<file path="config.mk">
export PLATFORM = sky130hd
export DESIGN_NAME = scs8hd_cell3_bist
export DESIGN_NICKNAME = d
export VERILOG_FILES = /design/src/rtl/scs8hd_cell3_bist.sv
export SDC_FILE = /design/constraint.sdc
export NUM_CORES = 1
export LEC_CHECK = 0
export CORE_UTILIZATION = 45
export CTS_BUF_LIST = sky130_fd_sc_hd__clkbuf_2 sky130_fd_sc_hd__clkbuf_4 sky130_fd_sc_hd__clkbuf_8
export DETAILED_ROUTE_END_ITERATION = 8
export GPL_TIMING_DRIVEN = 0
export MAX_ROUTING_LAYER = met4
export PLACE_DENSITY = 0.7
export SETUP_SLACK_MARGIN = 0.05
export SLEW_MARGIN = 20
export SYNTH_ARGS = -nofsm -noshare
export SYNTH_HDL_FRONTEND = slang
export SYNTH_SLANG_ARGS = --single-unit
export TNS_END_PERCENT = 5
</file>
<file path="constraint.sdc">
create_clock -name CLK -period 1.8 [get_ports CLK]
set_clock_uncertainty 0.05 [all_clocks]
set_input_delay 0.54 -clock CLK [delete_from_list [all_inputs] [get_ports CLK]]
set_output_delay 0.54 -clock CLK [all_outputs]
set_load 0.02 [all_outputs]
</file>
<file path="src/rtl/scs8hd_cell3_bist.sv">
// BIST sequencer for 3-input scs8hd cells: walks {CN,B,A} through 0..7 and compares X against TRUTH.
// Optional SCS8HD_BIST_STOPFAIL_EN: end the run at the first mismatching vector.
module scs8hd_cell3_bist #(
  parameter logic [7:0] TRUTH  = 8'hEF,
  parameter int         SETTLE = 2
) (
  input  logic       CLK,
  input  logic       RESETB,
  input  logic       start,
  input  logic       obs_x,
  output logic       drv_a,
  output logic       drv_b,
  output logic       drv_cn,
  output logic       busy,
  output logic       done,
  output logic       pass,
  output logic [2:0] fail_idx,
  output logic [3:0] err_count
);

  localparam logic [3:0] SETTLE_M1 = 4'(SETTLE - 1);

  typedef enum logic [1:0] {S_IDLE, S_DRIVE, S_SAMPLE, S_DONE} state_t;

  state_t     state, state_nxt;
  logic [2:0] idx, idx_nxt;
  logic [3:0] cnt, cnt_nxt;
  logic [3:0] err_nxt;
  logic [2:0] fidx_nxt;
  logic       pass_nxt;
  logic       mism;
  logic       last;
  logic       run_nxt;

  assign mism = (obs_x != TRUTH[idx]);

`ifdef SCS8HD_BIST_STOPFAIL_EN
  assign last = (idx == 3'd7) || mism;
`else
  assign last = (idx == 3'd7);
`endif

  always_comb begin
    state_nxt = state;
    idx_nxt   = idx;
    cnt_nxt   = cnt;
    err_nxt   = err_count;
    fidx_nxt  = fail_idx;
    pass_nxt  = pass;
    case (state)
      S_IDLE: begin
        if (start) begin
          state_nxt = S_DRIVE;
          idx_nxt   = 3'd0;
          cnt_nxt   = 4'd0;
          err_nxt   = 4'd0;
          fidx_nxt  = 3'd0;
          pass_nxt  = 1'b0;
        end
      end
      S_DRIVE: begin
        if (cnt == SETTLE_M1) state_nxt = S_SAMPLE;
        else                  cnt_nxt   = cnt + 4'd1;
      end
      S_SAMPLE: begin
        if (mism) begin
          err_nxt = err_count + 4'd1;
          if (err_count == 4'd0) fidx_nxt = idx;
        end
        // pass must include this final compare, so it is taken from err_nxt
        if (last) begin
          state_nxt = S_DONE;
          pass_nxt  = (err_nxt == 4'd0);
        end else begin
          state_nxt = S_DRIVE;
          idx_nxt   = idx + 3'd1;
          cnt_nxt   = 4'd0;
        end
      end
      S_DONE: state_nxt = S_IDLE;
      default: state_nxt = S_IDLE;
    endcase
  end

  assign run_nxt = (state_nxt == S_DRIVE) || (state_nxt == S_SAMPLE);

  // All outputs are registered off next-state so the cell sees glitch-free pins.
  always_ff @(posedge CLK or negedge RESETB) begin
    if (!RESETB) begin
      state     <= S_IDLE;
      idx       <= 3'd0;
      cnt       <= 4'd0;
      err_count <= 4'd0;
      fail_idx  <= 3'd0;
      pass      <= 1'b0;
      busy      <= 1'b0;
      done      <= 1'b0;
      drv_a     <= 1'b0;
      drv_b     <= 1'b0;
      drv_cn    <= 1'b0;
    end else begin
      state                  <= state_nxt;
      idx                    <= idx_nxt;
      cnt                    <= cnt_nxt;
      err_count              <= err_nxt;
      fail_idx               <= fidx_nxt;
      pass                   <= pass_nxt;
      busy                   <= run_nxt;
      done                   <= (state_nxt == S_DONE);
      {drv_cn, drv_b, drv_a} <= run_nxt ? idx_nxt : 3'b000;
    end
  end

endmodule

</file>
## Yosys cells after proc, flatten, opt, wreduce, memory -nomap -nowiden

Memory sizes are Yosys's and may differ from the RTL's.
Cells that the tools add are included.

- Output and inout bits: 13
- Input port bits: 4
- Register bits after elaboration: 22
- Memory bits (read-only): 8
- Memories: 1

Memory list:

| memory | words | bits a word | read ports | clocked after Yosys merged registers in | write ports | RTL line | source |
|---|---|---|---|---|---|---|---|
| (name not given) | 8 | 1 | 1 | 0 | 0 | 35 | `assign mism = (obs_x != TRUTH[idx]);` |

- Reductions and logical operators: 10
- Mux-type cells: 23
- $lt $le $gt $ge: 1
- Equality and inequality tests: 15
- Add/subtract/negate cells: 3

Operators with widths:

| kind | count |
|---|---|
| 4-bit 2-to-1 mux | 5 |
| 3-bit 2-to-1 mux | 6 |
| 2-bit inequality test (second input constant) | 6 |
| 3-bit case mux with 2 select lines | 2 |
| 4-bit case mux with 3 select lines | 1 |
| 4-bit by 1-bit adder with 4-bit output (second input constant) | 2 |
| 2-bit equality test (second input constant) | 4 |
| 4-bit logical NOT | 2 |
| 2-bit case mux with 4 select lines | 1 |
| 4-bit case mux with 2 select lines | 1 |
| 4-bit AND reduction | 2 |
| 2-bit 2-to-1 mux | 3 |
| 2-bit by 1-bit equality test with 1-bit output (second input constant) | 2 |
| 4-bit by 1-bit equality test with 1-bit output (second input constant) | 1 |
| 3-bit by 4-bit < comparator with 1-bit output (second input constant) | 1 |
| 3-bit by 1-bit adder with 3-bit output (second input constant) | 1 |
| 3-bit equality test (second input constant) | 1 |
| 1-bit 2-to-1 mux | 3 |
| 3-bit AND reduction | 1 |
| 3-bit nonzero test | 1 |
| 2-bit logical NOT | 1 |
| 1-bit case mux with 2 select lines | 1 |
| 2-bit AND reduction | 1 |
| 2-bit nonzero test | 1 |
| 2 further kinds | 2 |

## Depth between registers and ports, before layout

Gate-level depths: netlist of the first run.

- Word-level depth: 8
- Gate-level depth with buffers: 7

## Worst setup path after synthesis of the first run

Ideal clock, no wire load.

- Path kind: register to register
- From: reg idx[0]
- To: reg err_count[2]
- Cell stages (with the launch flop): 7
- Arrival time: 1569 ps
- Setup slack: 60 ps
- Cells stage by stage: dfrtp_1 inv_1 ha_1 a21boi_2 and3b_2 mux2_1 a22o_1

- Cells in the longest elaborated chain, start to end: 6

RTL lines:

| element | RTL line | source |
|---|---|---|
| from (decl) | 26 | `logic [2:0] idx, idx_nxt;` |
| from (signal assigned) | 103 | `idx <= idx_nxt;` |
| memory read 8 x 1 bit | - |  |
| 1-bit 2-to-1 mux (implied by the code) | 35 |  |
| 1-bit inequality test | 35 |  |
| 4-bit 2-to-1 mux | 66 | `if (mism) begin` |
| 4-bit 2-to-1 mux | 50 | `case (state)` |
| 4-bit case mux with 2 select lines | 50 |  |
| to (signal assigned) | 105 | `err_count <= err_nxt;` |
| to (decl) | 18 | `output logic [3:0] err_count` |

No other way between the ends. The select of a mux whose other input is x is not followed.
A chain may end at the register's enable or synchronous reset.

## Final worst setup path of the first run

- From: reg cnt[1]
- To: reg drv_a

- Cells in the longest elaborated chain, start to end: 6
- Elaborated cells between the ends (all ways): 7
- Classes of those cells: eq/ne: 3; mux: 3; reduce/logical: 1

RTL lines:

| element | RTL line | source |
|---|---|---|
| from (decl) | 27 | `logic [3:0] cnt, cnt_nxt;` |
| from (signal assigned) | 104 | `cnt <= cnt_nxt;` |
| 4-bit by 1-bit equality test with 1-bit output * | 62 | `if (cnt == SETTLE_M1) state_nxt = S_SAMPLE;` |
| 2-bit 2-to-1 mux * | 62 |  |
| 2-bit case mux with 4 select lines * | 50 |  |
| named net state_nxt[1] | 25 | `state_t state, state_nxt;` |
| 2-bit by 1-bit equality test with 1-bit output / 2-bit equality test (equally long branches) | 85 | `assign run_nxt = (state_nxt == S_DRIVE) \|\| (state_nxt == S_SAMPLE);` |
| 1-bit logical OR * | 85 |  |
| named net run_nxt | 33 | `logic run_nxt;` |
| 3-bit 2-to-1 mux * | 110 | `{drv_cn, drv_b, drv_a} <= run_nxt ? idx_nxt : 3'b000;` |
| to (signal assigned) | 110 |  |
| to (decl) | 11 | `output logic drv_a,` |

The timed path passes the listed nets; every way through them passes the cells marked *.

==> summary.txt, run 1 <==
Floorplanning
  – Core Rows: 18
  – Width of the die: 54.7 um
  – Initial core utilization: 0.491
  – Die ar.: around 3000 sq um
  – Io pins: 17
  – Core box area: around 2500 sq um
  – Die outline height: approximately 55 um

Finish
  – Most frequent cells in the layout: dfrtp_1, dlygate4sd2_1, nor2_1
  – Layout Nets: 151
  – Number of standard cells in the final layout excluding fillers: ~170
  – Area delta synth->final: 22.9%
  – Antenna cell count: 0
  – Design area: about 1500 sq um
  – Most frequent standard cell in the layout excluding fill and tap cells: dfrtp_1
  – Share of final-layout standard cells stronger than drive strength 1: 0.290

Synth
  – Unique cell type count in the Yosys netlist: 36
  – Most area-consuming cells after synthesis: dfrtp_1, ha_1, a22o_1
  – Per-instance average area after synthesis: ~11 sq um
  – Dominant combinational cell family by area after synthesis: simple AND/OR/NAND/NOR gates
  – Share of synthesized registers carrying an async set or reset: 1.00
  – Total nets after synthesis: 128
  – Synth Instances: 117
  – Share of the synthesized netlist area taken by xor and xnor gates: 0.0140
  – Number of enable flip-flop cells after synthesis: 0
  – FF+latch count, synth: 22
  – Multiplexer share of the synthesized area: 0.0721
  – Synth Area in Compound Gates: 0.156
  – Area leader, netlist: dfrtp_1
  – Post-synthesis cell area: roughly 1200 sq um
  – Top_reg_cell synth: dfrtp_1
  – Post-Synth Simple-Gate Area: 0.196
  – Synth warn: 0
  – Sequential-to-total area share from yosys stat: 0.440
  – Portion of synthesized cell area occupied by the leading cell type: 0.440
  – Adder-cell area share of the yosys netlist: 0.0701

Placed design
  – Instance count after placement with tap cells included: roughly 160
  – Cell Area, Placed: between 1000 and 1500 sq um
  – HPWL reported at the end of detailed placement: 1690 um
  – IO Port Bufs: 16
  – Final weighted congestion in routability-driven placement: around 0.76

Clocking
  – TritonCTS clock tree: done
  – Clock transition time at the flip-flop clock pins of the worst setup and hold paths: between 0.1 and 0.15 ns
  – Maximum number of buffers from clock root to sink: 2
  – Clock buffers created by TritonCTS: 3
  – Number of hold buffers added after CTS: 0
  – H-tree depth reported by CTS: 1
  – TritonCTS Sinks: 22
  – Buffer type at the clock tree root: clkbuf_4
  – Insertion delay to the later sink of the worst-skew pair: 0.30 ns

GRT
  – Number of antenna violations at the first check in global routing: 0
  – Maximum number of pins on one net before global-route repair: 23
  – Gr ovfl total: 0
  – Vias in the first global route: roughly 850
  – Overall global routing resource usage: 0.193
  – First-pass GRT wire length: 3950 um

STA
  – Slew Limit Fails: 0
  – Max-slew headroom at the worst pin: 0.669
  – Count of endpoints failing hold in the final timing report: 0
  – Shortest clock period the worst path allows after layout: around 1.7 ns
  – Fmax: 0.572 GHz
  – Part of the cycle the worst path needs: 0.972
  – Setup repair after global routing missed its margin: true
  – Slew at the pin closest to its max-slew limit: 0.497 ns
  – Final count of negative-setup-slack endpoints: 0

Critical path
  – Kind of cell adding the most delay to the critical path: simple AND/OR/NAND/NOR gates
  – Data required time at the worst endpoint: between 1.5 and 2 ns
  – Critical path start-end classification: reg -> reg
  – Crit path cell chain: inv_1 -> ha_2 -> or3b_4 -> o21ai_4 -> ha_4 -> and2_1
  – Endpoint class of the critical path: flop
  – Worst flop-to-flop path startpoint: cnt[1]
  – R2r setup slk: 0.05 ns
  – Startpoint Class: flop
  – Reg2Reg Depth: 6
  – Crit Path Max Fanout: 4
  – End of the worst register-to-register path: drv_a
  – Buffers plus inverters on the worst setup path: 1
  – Slowest stage delay, CP: between 0.4 and 0.5 ns
  – CP arrival: approximately 1.9 ns
  – Slowest CP cell: dfrtp_1

Job
  – Max-capacitance violation count: 0

Route
  – Wire per inst: approximately 15 um
  – Remaining antenna violation count: 0
  – Remaining design rule violation count: 0
  – Wire length after detailed routing: between 2000 and 2500 um
  – Total iterations of the first detailed-routing run: 4
  – Count of routing violations after the opening detailed-route iteration: 14
  – Number of vias after detailed routing: about 950
  – Via/cell ratio: roughly 5.6

Power and ir drop
  – Pwr per Cell Area: approximately 1300 nW/um^2
  – Lkg Pwr: roughly 0.0008 uW
  – Peak supply drop: about 0.0011 V

Worst hold path
  – Type of the most critical hold path: in -> async

Outcome
  – Status: complete, no violations
[what timing repair did]
item,4_1_cts,5_1_grt
pin swaps,0,4
endpoints found under the setup margin,23,16
setup buffers,0,2
gates resized for setup,21,19
[worst reg2reg max path, delay by kind of cell (launching register included)]
kind | cells | cell delay (ns)
adder cells (fa/ha/maj) | 2 | 0.40
buffers and inverters | 1 | 0.07
flip-flops | 1 | 0.43
AO/OA/AOI/OAI | 1 | 0.18
AND/OR/NAND/NOR | 2 | 0.54
[through the flow]
stage          setup TNS (ns)  total power, uW   util  setup WS, ns  hold WS, ns
5_1_grt               -0.0135             2200  0.604       -0.0135        0.154
2_1_floorplan               0             1380      -        0.0596        0.194
4_1_cts               -0.0626             1890  0.581       -0.0222        0.490
6_report                    0             2040  0.604        0.0510        0.129
3_3_place_gp            -4.05             1620  0.569        -0.385        0.456
3_5_place_dp            -5.42             1650  0.569        -0.427        0.465
[cell usage after synthesis (4+ instances only)]
| cell | count |
|---|---|
| and2_1 | 4 |
| a22o_1 | 6 |
| ha_1 | 7 |
| nor2_1 | 11 |
| a31oi_1 | 5 |
| inv_1 | 6 |
| dfrtp_1 | 22 |
| nand2_1 | 6 |
[routing by layer]
layer | wire length [um] | global-route usage | vias to the layer above
li1 | - | - | 462
met3 | 70 | 0.0333 | 2
met5 | 0 | - | -
met1 | 1140 | 0.248 | 463
met2 | 1230 | 0.309 | 18
met4 | 11 | 0.0556 | 0
[power by group]
group / switching, uW / leakage [uW] / internal, uW / total, uW
Combinational: 580 / 0.000481 / 492 / 1070
Sequential: 111 / 0.000291 / 626 / 738
Clock: 147 / 0.0000138 / 78.1 / 225
Total: 838 / 0.000786 / 1200 / 2040
[worst max path at each step]
| stage | to | slack, ns | cells past startpoint | start |
|---|---|---|---|---|
| 2_1_floorplan | err_count[2] | 0.06 | 6 | idx[0] |
| 3_3_place_gp | drv_b | -0.38 | 6 | start |
| 3_5_place_dp | drv_cn | -0.43 | 6 | start |
| 4_1_cts | drv_cn | -0.02 | 6 | cnt[1] |
| 5_1_grt | drv_a | -0.01 | 6 | cnt[1] |
| 6_report | drv_a | 0.05 | 6 | cnt[1] |
[cell type report]
cell class,count,area [sq um]
Fill cell,229,1010
Multi-Input combinational cell,83,704
Sequential cell,22,556
Timing Repair Buffer,18,149
Buffer,6,45.0
Tap cell,30,37.5
Clock buffer,3,22.5
Inverter,6,22.5
[flip-flops by register name, indices dropped and copies added, names as in the netlist]
register and flops:
drv_a 1, cnt 4, busy 1, fail_idx 3, err_count 4, done 1
pass 1, drv_cn 1, state 2, idx 3, drv_b 1
[logic make-up (layout without fill, tap and decap cells)]
family	after synthesis	count (layout)
buffers and inverters	12	33
AO/OA/AOI/OAI	26	26
adder cells (fa/ha/maj)	7	7
AND/OR/NAND/NOR	40	40
flip-flops	22	22
XOR/XNOR	2	2
multiplexers	8	8
No activity file was read; power rests on OpenSTA's default activity.
==> run 2: changes to the inputs <==
Settings changed: CORE_UTILIZATION 45 to 40, PLACE_DENSITY 0.7 to not set.
==> run 2 against run 1 <==
  * The run now ends with DRC left
  * Critical path type is now in -> reg
  * Clock power up 66%
  * Total power up 6.4%
  * Critical endpoint is now drv_cn
  * Via count down 3.8%
==> summary.txt, run 2 (synthesis gave the netlist of run 1 again) <==
Placed design
  – IO Port Bufs: 16 (unchanged)
  – Final weighted congestion in routability-driven placement: 0.829 (+8.7%)
  – HPWL reported at the end of detailed placement: 1670 um (-0.99%)
  – Instance count after placement with tap cells included: 164 (+0.61%)

Finish
  – Number of standard cells in the final layout excluding fillers: 169 (+0.60%)
  – Most frequent standard cell in the layout excluding fill and tap cells: dfrtp_1
  – Largest registers: cnt x4, err_count x4
  – Most frequent cells in the layout: dfrtp_1, nor2_1, dlygate4sd2_1
  – Layout Nets: 150 (-0.66%)
  – Area delta synth->final: 25.6%
  – Share of final-layout standard cells stronger than drive strength 1: 0.275 (-0.0145)
  – Layout fillers: 255 (+11%)
  – Antenna cell count: 0 (unchanged)
  – Final core utilization: 0.550 (-0.0533)

Critical path
  – CP arrival: 1.93 ns (+0.02 ns)
  – Data required time at the worst endpoint: 1.96 ns (about the same)
  – Slowest stage delay, CP: 0.47 ns (+0.04 ns)
  – Endpoint class of the critical path: flop
  – Crit path cell chain: clkdlybuf4s50_1 -> o21bai_1 -> buf_4 -> nand2_2 -> ha_4 -> and2_1
  – Critical path start-end classification: in -> reg
  – Slowest CP cell: clkdlybuf4s50_1
  – Startpoint Class: primary input
  – Crit Path Max Fanout: 10 (+6)

Clocking
  – TritonCTS clock tree: done
  – Number of hold buffers added after CTS: 0 (unchanged)
  – Clock buffers created by TritonCTS: 3 (unchanged)
  – TritonCTS Sinks: 22 (unchanged)
  – Buffer type at the clock tree root: clkbuf_4
  – H-tree depth reported by CTS: 1 (unchanged)
  – Maximum number of buffers from clock root to sink: 2 (unchanged)
  – Clock transition time at the flip-flop clock pins of the worst setup and hold paths: 0.12 ns (about the same)
  – Insertion delay to the later sink of the worst-skew pair: 0.30 ns (about the same)

Route
  – Via/cell ratio: 5.38 (-4.4%)
  – Count of routing violations after the opening detailed-route iteration: 13 (-1)
  – Remaining antenna violation count: 0 (unchanged)
  – Number of vias after detailed routing: 909 (-3.8%)
  – Remaining design rule violation count: 1 (+1)
  – Wire per inst: 13.4 um (-8.0%)
  – Total iterations of the first detailed-routing run: 6 (+2)
  – Wire length after detailed routing: 2270 um (-7.4%)

GRT
  – Overall global routing resource usage: 0.160 (-0.0330)
  – First-pass GRT wire length: 4020 um (+1.7%)
  – Vias in the first global route: 882 (+4.4%)
  – Gr ovfl total: 0 (unchanged)
  – Maximum number of pins on one net before global-route repair: 23 (unchanged)
  – Number of antenna violations at the first check in global routing: 0 (unchanged)

STA
  – Count of endpoints failing hold in the final timing report: 0 (unchanged)
  – Setup repair after global routing missed its margin: true
  – Shortest clock period the worst path allows after layout: 1.77 ns (+0.0177 ns)
  – Max-slew headroom at the worst pin: 0.694 (+0.0250)
  – Part of the cycle the worst path needs: 0.982 (+0.00986)
  – Slew Limit Fails: 0 (unchanged)
  – Fmax: 0.566 GHz (-1.0%)
  – Final count of negative-setup-slack endpoints: 0 (unchanged)
  – Slew at the pin closest to its max-slew limit: 0.459 ns (-0.0375 ns)

Outcome
  – Status: complete, but fails checks
  – Failing checks: DRC

Job
  – Max-capacitance violation count: 0 (unchanged)

Floorplanning
  – Die outline height: 57.9 um (+5.8%)
  – Die ar.: 3350 sq um (+12%)
  – Width of the die: 57.9 um (+5.8%)
  – Io pins: 17 (unchanged)
  – Initial core utilization: 0.438 (-0.0530)
  – Core Rows: 19 (+1)
  – Core box area: 2850 sq um (+12%)

Power and ir drop
  – Pwr per Cell Area: 1380 nW/um^2 (+4.1%)
  – Peak supply drop: 0.00102 V (-6.0%)
  – Lkg Pwr: 0.000789 uW (+0.36%)

Worst hold path
  – Type of the most critical hold path: in -> async
-- run 2: metrics by stage --
| step | setup TNS, ns | setup slack, ns | hold WS [ns] | power, uW | area, sq um |
|---|---|---|---|---|---|
| 2_1_floorplan | 0 | 0.0596 | 0.194 | 1380 | 1250 |
| 3_3_place_gp | -4.69 | -0.395 | 0.474 | 1630 | 1450 |
| 6_report | 0 | 0.0332 | 0.114 | 2170 | 1570 |
| 4_1_cts | 0 | 0.0266 | 0.507 | 2130 | 1540 |
| 3_5_place_dp | -5.43 | -0.414 | 0.482 | 1650 | 1450 |
| 5_1_grt | -0.0379 | -0.0379 | 0.149 | 2340 | 1570 |
-- run 2: critical path, delay by kind of cell --
family | cells | cell delay [ns]
compound gates | 1 | 0.22
buf+inv | 2 | 0.69
fa+ha+maj | 1 | 0.25
simple gates | 2 | 0.22
-- run 2: worst paths after layout --
path,start,endpoint,slack [ns],depth (start not counted)
max,start,drv_cn,0.03,6
min,RESETB,err_count[0],0.11,1
max reg2reg,idx[0],err_count[2],0.04,6
min reg2reg,fail_idx[2],fail_idx[2],0.50,1
max in group asynchronous,RESETB,err_count[3],1.25,1
min in group CLK,fail_idx[2],fail_idx[2],0.50,1
-- run 2: per-layer routing --
layer  global-route usage  wire length (um)  share of wire  up-vias
met5                    -                 0              0        -
met4               0.0306                13         0.0057        0
met3               0.0469                77          0.034        2
met2                0.256              1040           0.46       16
met1                0.203              1140           0.50      430
li1                     -                 -              -      461
-- run 2: power by group --
part | leakage [uW] | switching (uW) | total, uW | internal, uW
clock network | 0.0000279 | 148 | 373 | 225
logic | 0.000470 | 573 | 1070 | 495
registers | 0.000291 | 100 | 724 | 624
total | 0.000789 | 821 | 2170 | 1340
-- run 2: layout make-up --
class                   instances  area [sq um]  share of cell area
flip-flops and latches         22           556               0.354
plain buffers                   6          47.5              0.0303
well taps                      31          38.8              0.0247
multi-input cells              83           704               0.449
inverters                       6          22.5              0.0143
clock buffers                   3          22.5              0.0143
repair buffers                 17           149              0.0948
clock inverters                 1          30.0              0.0191
-- run 2: what timing repair did --
| action | CTS | global route |
|---|---|---|
| resized for setup | 26 | 15 |
| pin swaps | 0 | 9 |
| endpoints found under the setup margin | 24 | 16 |
| buffers inserted | 0 | 1 |
==> run 3: changes to the inputs <==
Settings changed: CORE_MARGIN set to 10, CTS_BUF_LIST sky130_fd_sc_hd__clkbuf_2 sky130_fd_sc_hd__clkbuf_4 sky130_fd_sc_hd__clkbuf_8 to sky130_fd_sc_hd__clkbuf_4, GPL_TIMING_DRIVEN 0 to 1.
==> run 3 against run 2 <==
  * The flow now finishes without violations
  * Register-to-register slack better by 0.02 ns
  * Sequential power grew 5.8%
  * Total power up 2.0%
  * Clock power grew 2%
  * Largest cell class unchanged
  * Highest routed layer unchanged
  * Sequential share of layout area is 1.7 points lower
==> summary.txt, run 3 (synthesis gave the netlist of run 1 again) <==
Critical path
  – Slowest stage delay, CP: 0.45 ns (-0.02 ns)
  – Crit Path Max Fanout: 5 (-5)
  – CP arrival: 1.89 ns (-0.04 ns)
  – Startpoint Class: flop
  – Reg2Reg Depth: 6 (unchanged)
  – Buffers plus inverters on the worst setup path: 1 (-1)
  – Data required time at the worst endpoint: 1.95 ns (about the same)
  – End of the worst register-to-register path: err_count[2]
  – Worst flop-to-flop path startpoint: idx[1]
  – Endpoint class of the critical path: flop
  – R2r setup slk: 0.06 ns (+0.02 ns)
  – Slowest CP cell: dfrtp_1
  – Critical path start-end classification: reg -> reg
  – Crit path cell chain: inv_2 -> ha_4 -> a21boi_4 -> and3b_2 -> mux2_4 -> a22o_1
  – Kind of cell adding the most delay to the critical path: flip-flops

Route
  – Count of routing violations after the opening detailed-route iteration: 67 (+54)
  – Wire length after detailed routing: 2720 um (+20%)
  – Remaining antenna violation count: 0 (unchanged)
  – Wire per inst: 14.3 um (+6.5%)
  – Via/cell ratio: 5.06 (-6.0%)
  – Remaining design rule violation count: 0 (-1)
  – Number of vias after detailed routing: 961 (+5.7%)
  – Total iterations of the first detailed-routing run: 4 (-2)

Worst hold path
  – WHS Endpoint: fail_idx[0]
  – Startpoint of the tightest hold check path: fail_idx[0]
  – Type of the most critical hold path: reg -> reg
  – Worst hold stages: 1

Finish
  – Share of final-layout standard cells stronger than drive strength 1: 0.288 (+0.0123)
  – Largest registers: cnt x4, err_count x4
  – Most frequent cells in the layout: dfrtp_1, buf_4, dlygate4sd2_1
  – Most frequent standard cell in the layout excluding fill and tap cells: dfrtp_1
  – Design area: 1640 sq um (+4.5%)
  – Antenna cell count: 0 (unchanged)
  – Layout Nets: 158 (+5.3%)
  – Number of standard cells in the final layout excluding fillers: 190 (+12%)
  – Area delta synth->final: 31.2%

Clocking
  – Clock transition time at the flip-flop clock pins of the worst setup and hold paths: 0.13 ns (about the same)
  – Clock buffers created by TritonCTS: 3 (unchanged)
  – H-tree depth reported by CTS: 1 (unchanged)
  – Maximum number of buffers from clock root to sink: 2 (unchanged)
  – Insertion delay to the later sink of the worst-skew pair: 0.31 ns (about the same)
  – TritonCTS clock tree: done
  – Buffer type at the clock tree root: clkbuf_4
  – TritonCTS Sinks: 22 (unchanged)

GRT
  – Number of antenna violations at the first check in global routing: 0 (unchanged)
  – Overall global routing resource usage: 0.0935 (-0.0667)
  – Vias in the first global route: 957 (+8.5%)
  – Maximum number of pins on one net before global-route repair: 23 (unchanged)
  – Layer with the highest usage: met2
  – Met1 track demand over resource: 0.106 (-0.0972)
  – Global-route track usage on met2: 0.151 (-0.106)
  – Met3 usage: 0.0295 (-0.0174)
  – Gr ovfl total: 0 (unchanged)
  – First-pass GRT wire length: 4410 um (+9.8%)

Floorplanning
  – Initial core utilization: 0.413 (-0.0253)
  – Core Rows: 20 (+1)
  – Core box area: 3030 sq um (+6.1%)
  – Io pins: 17 (unchanged)
  – Die outline height: 75.9 um (+31%)
  – Width of the die: 75.9 um (+31%)
  – Die ar.: 5760 sq um (+72%)

Placed design
  – Final weighted congestion in routability-driven placement: 0.778 (-6.2%)
  – IO Port Bufs: 16 (unchanged)
  – Cell Area, Placed: 1530 sq um (+5.5%)
  – HPWL reported at the end of detailed placement: 2070 um (+24%)
  – Pre-CTS WS: -0.319 ns (+0.0953 ns)
  – Instance count after placement with tap cells included: 185 (+13%)

Power and ir drop
  – Pwr per Cell Area: 1350 nW/um^2 (-2.4%)
  – Lkg Pwr: 0.000848 uW (+7.5%)
  – Peak supply drop: 0.000714 V (-30%)

Job
  – Max-capacitance violation count: 0 (unchanged)

STA
  – Final count of negative-setup-slack endpoints: 0 (unchanged)
  – Fmax: 0.576 GHz (+1.7%)
  – Slew at the pin closest to its max-slew limit: 0.352 ns (-0.107 ns)
  – Max-slew headroom at the worst pin: 0.765 (+0.0707)
  – Final setup margin: 0.0633 ns (+0.0301 ns)
  – Shortest clock period the worst path allows after layout: 1.74 ns (-0.0301 ns)
  – Count of endpoints failing hold in the final timing report: 0 (unchanged)
  – Setup repair after global routing missed its margin: true
  – Slew Limit Fails: 0 (unchanged)
  – Part of the cycle the worst path needs: 0.965 (-0.0167)

Outcome
  – Status: complete, no violations
## run 3: cell types whose count changed in the layout (fill, tap and decap cells not counted), moves of 2 or more
| cell | delta |
|---|---|
| and2_4 | -2 |
| buf_4 | +13 |
| buf_2 | -3 |
| dlygate4sd2_1 | +2 |
| and2_1 | +2 |
| buf_6 | -2 |
| dfrtp_2 | -2 |
| clkdlybuf4s15_1 | -3 |
| dfrtp_1 | +2 |
## run 3: through the flow
stage                      util  total power (uW)  hold WS [ns]  TNS, ns
after floorplan               -              1380         0.194        0
after global placement    0.505              1710         0.469    -2.96
after detailed placement  0.505              1740         0.497    -3.47
after CTS                 0.530              2190         0.520        0
after global routing      0.542              2400         0.521        0
final                     0.542              2210         0.509        0
## run 3: layout make-up
type                            count  area [sq um]
Fill cell                         275          1390
Multi-Input combinational cell     83           698
Sequential cell                    22           553
Timing Repair Buffer               31           259
Tap cell                           44          55.1
Clock inverter                      1          30.0
Clock buffer                        3          22.5
Inverter                            6          22.5
## run 3: worst max path at each step
stage / from / endpoint / depth (start not counted)
CTS: obs_x / err_count[2] / 5
global placement: obs_x / err_count[0] / 6
finish: idx[1] / err_count[2] / 6
global route: idx[1] / pass / 8
detailed placement: obs_x / err_count[2] / 5
floorplan: idx[0] / err_count[2] / 6
## run 3: timing repair
item / CTS / global route
hold buffers: 0 / 0
gates resized for setup: 20 / 11
pin swaps: 0 / 5
setup endpoints to repair: 21 / 11
buffers inserted: 0 / 1
## run 3: power by group
group | switching (uW) | internal, uW
Clock | 155 | 225
Combinational | 541 | 521
Sequential | 142 | 624
## run 3: layer usage
layer | vias up | part of all wire
met5 | - | 0
met3 | 2 | 0.056
met4 | 0 | 0.0063
li1 | 479 | -
met1 | 465 | 0.47
met2 | 15 | 0.46
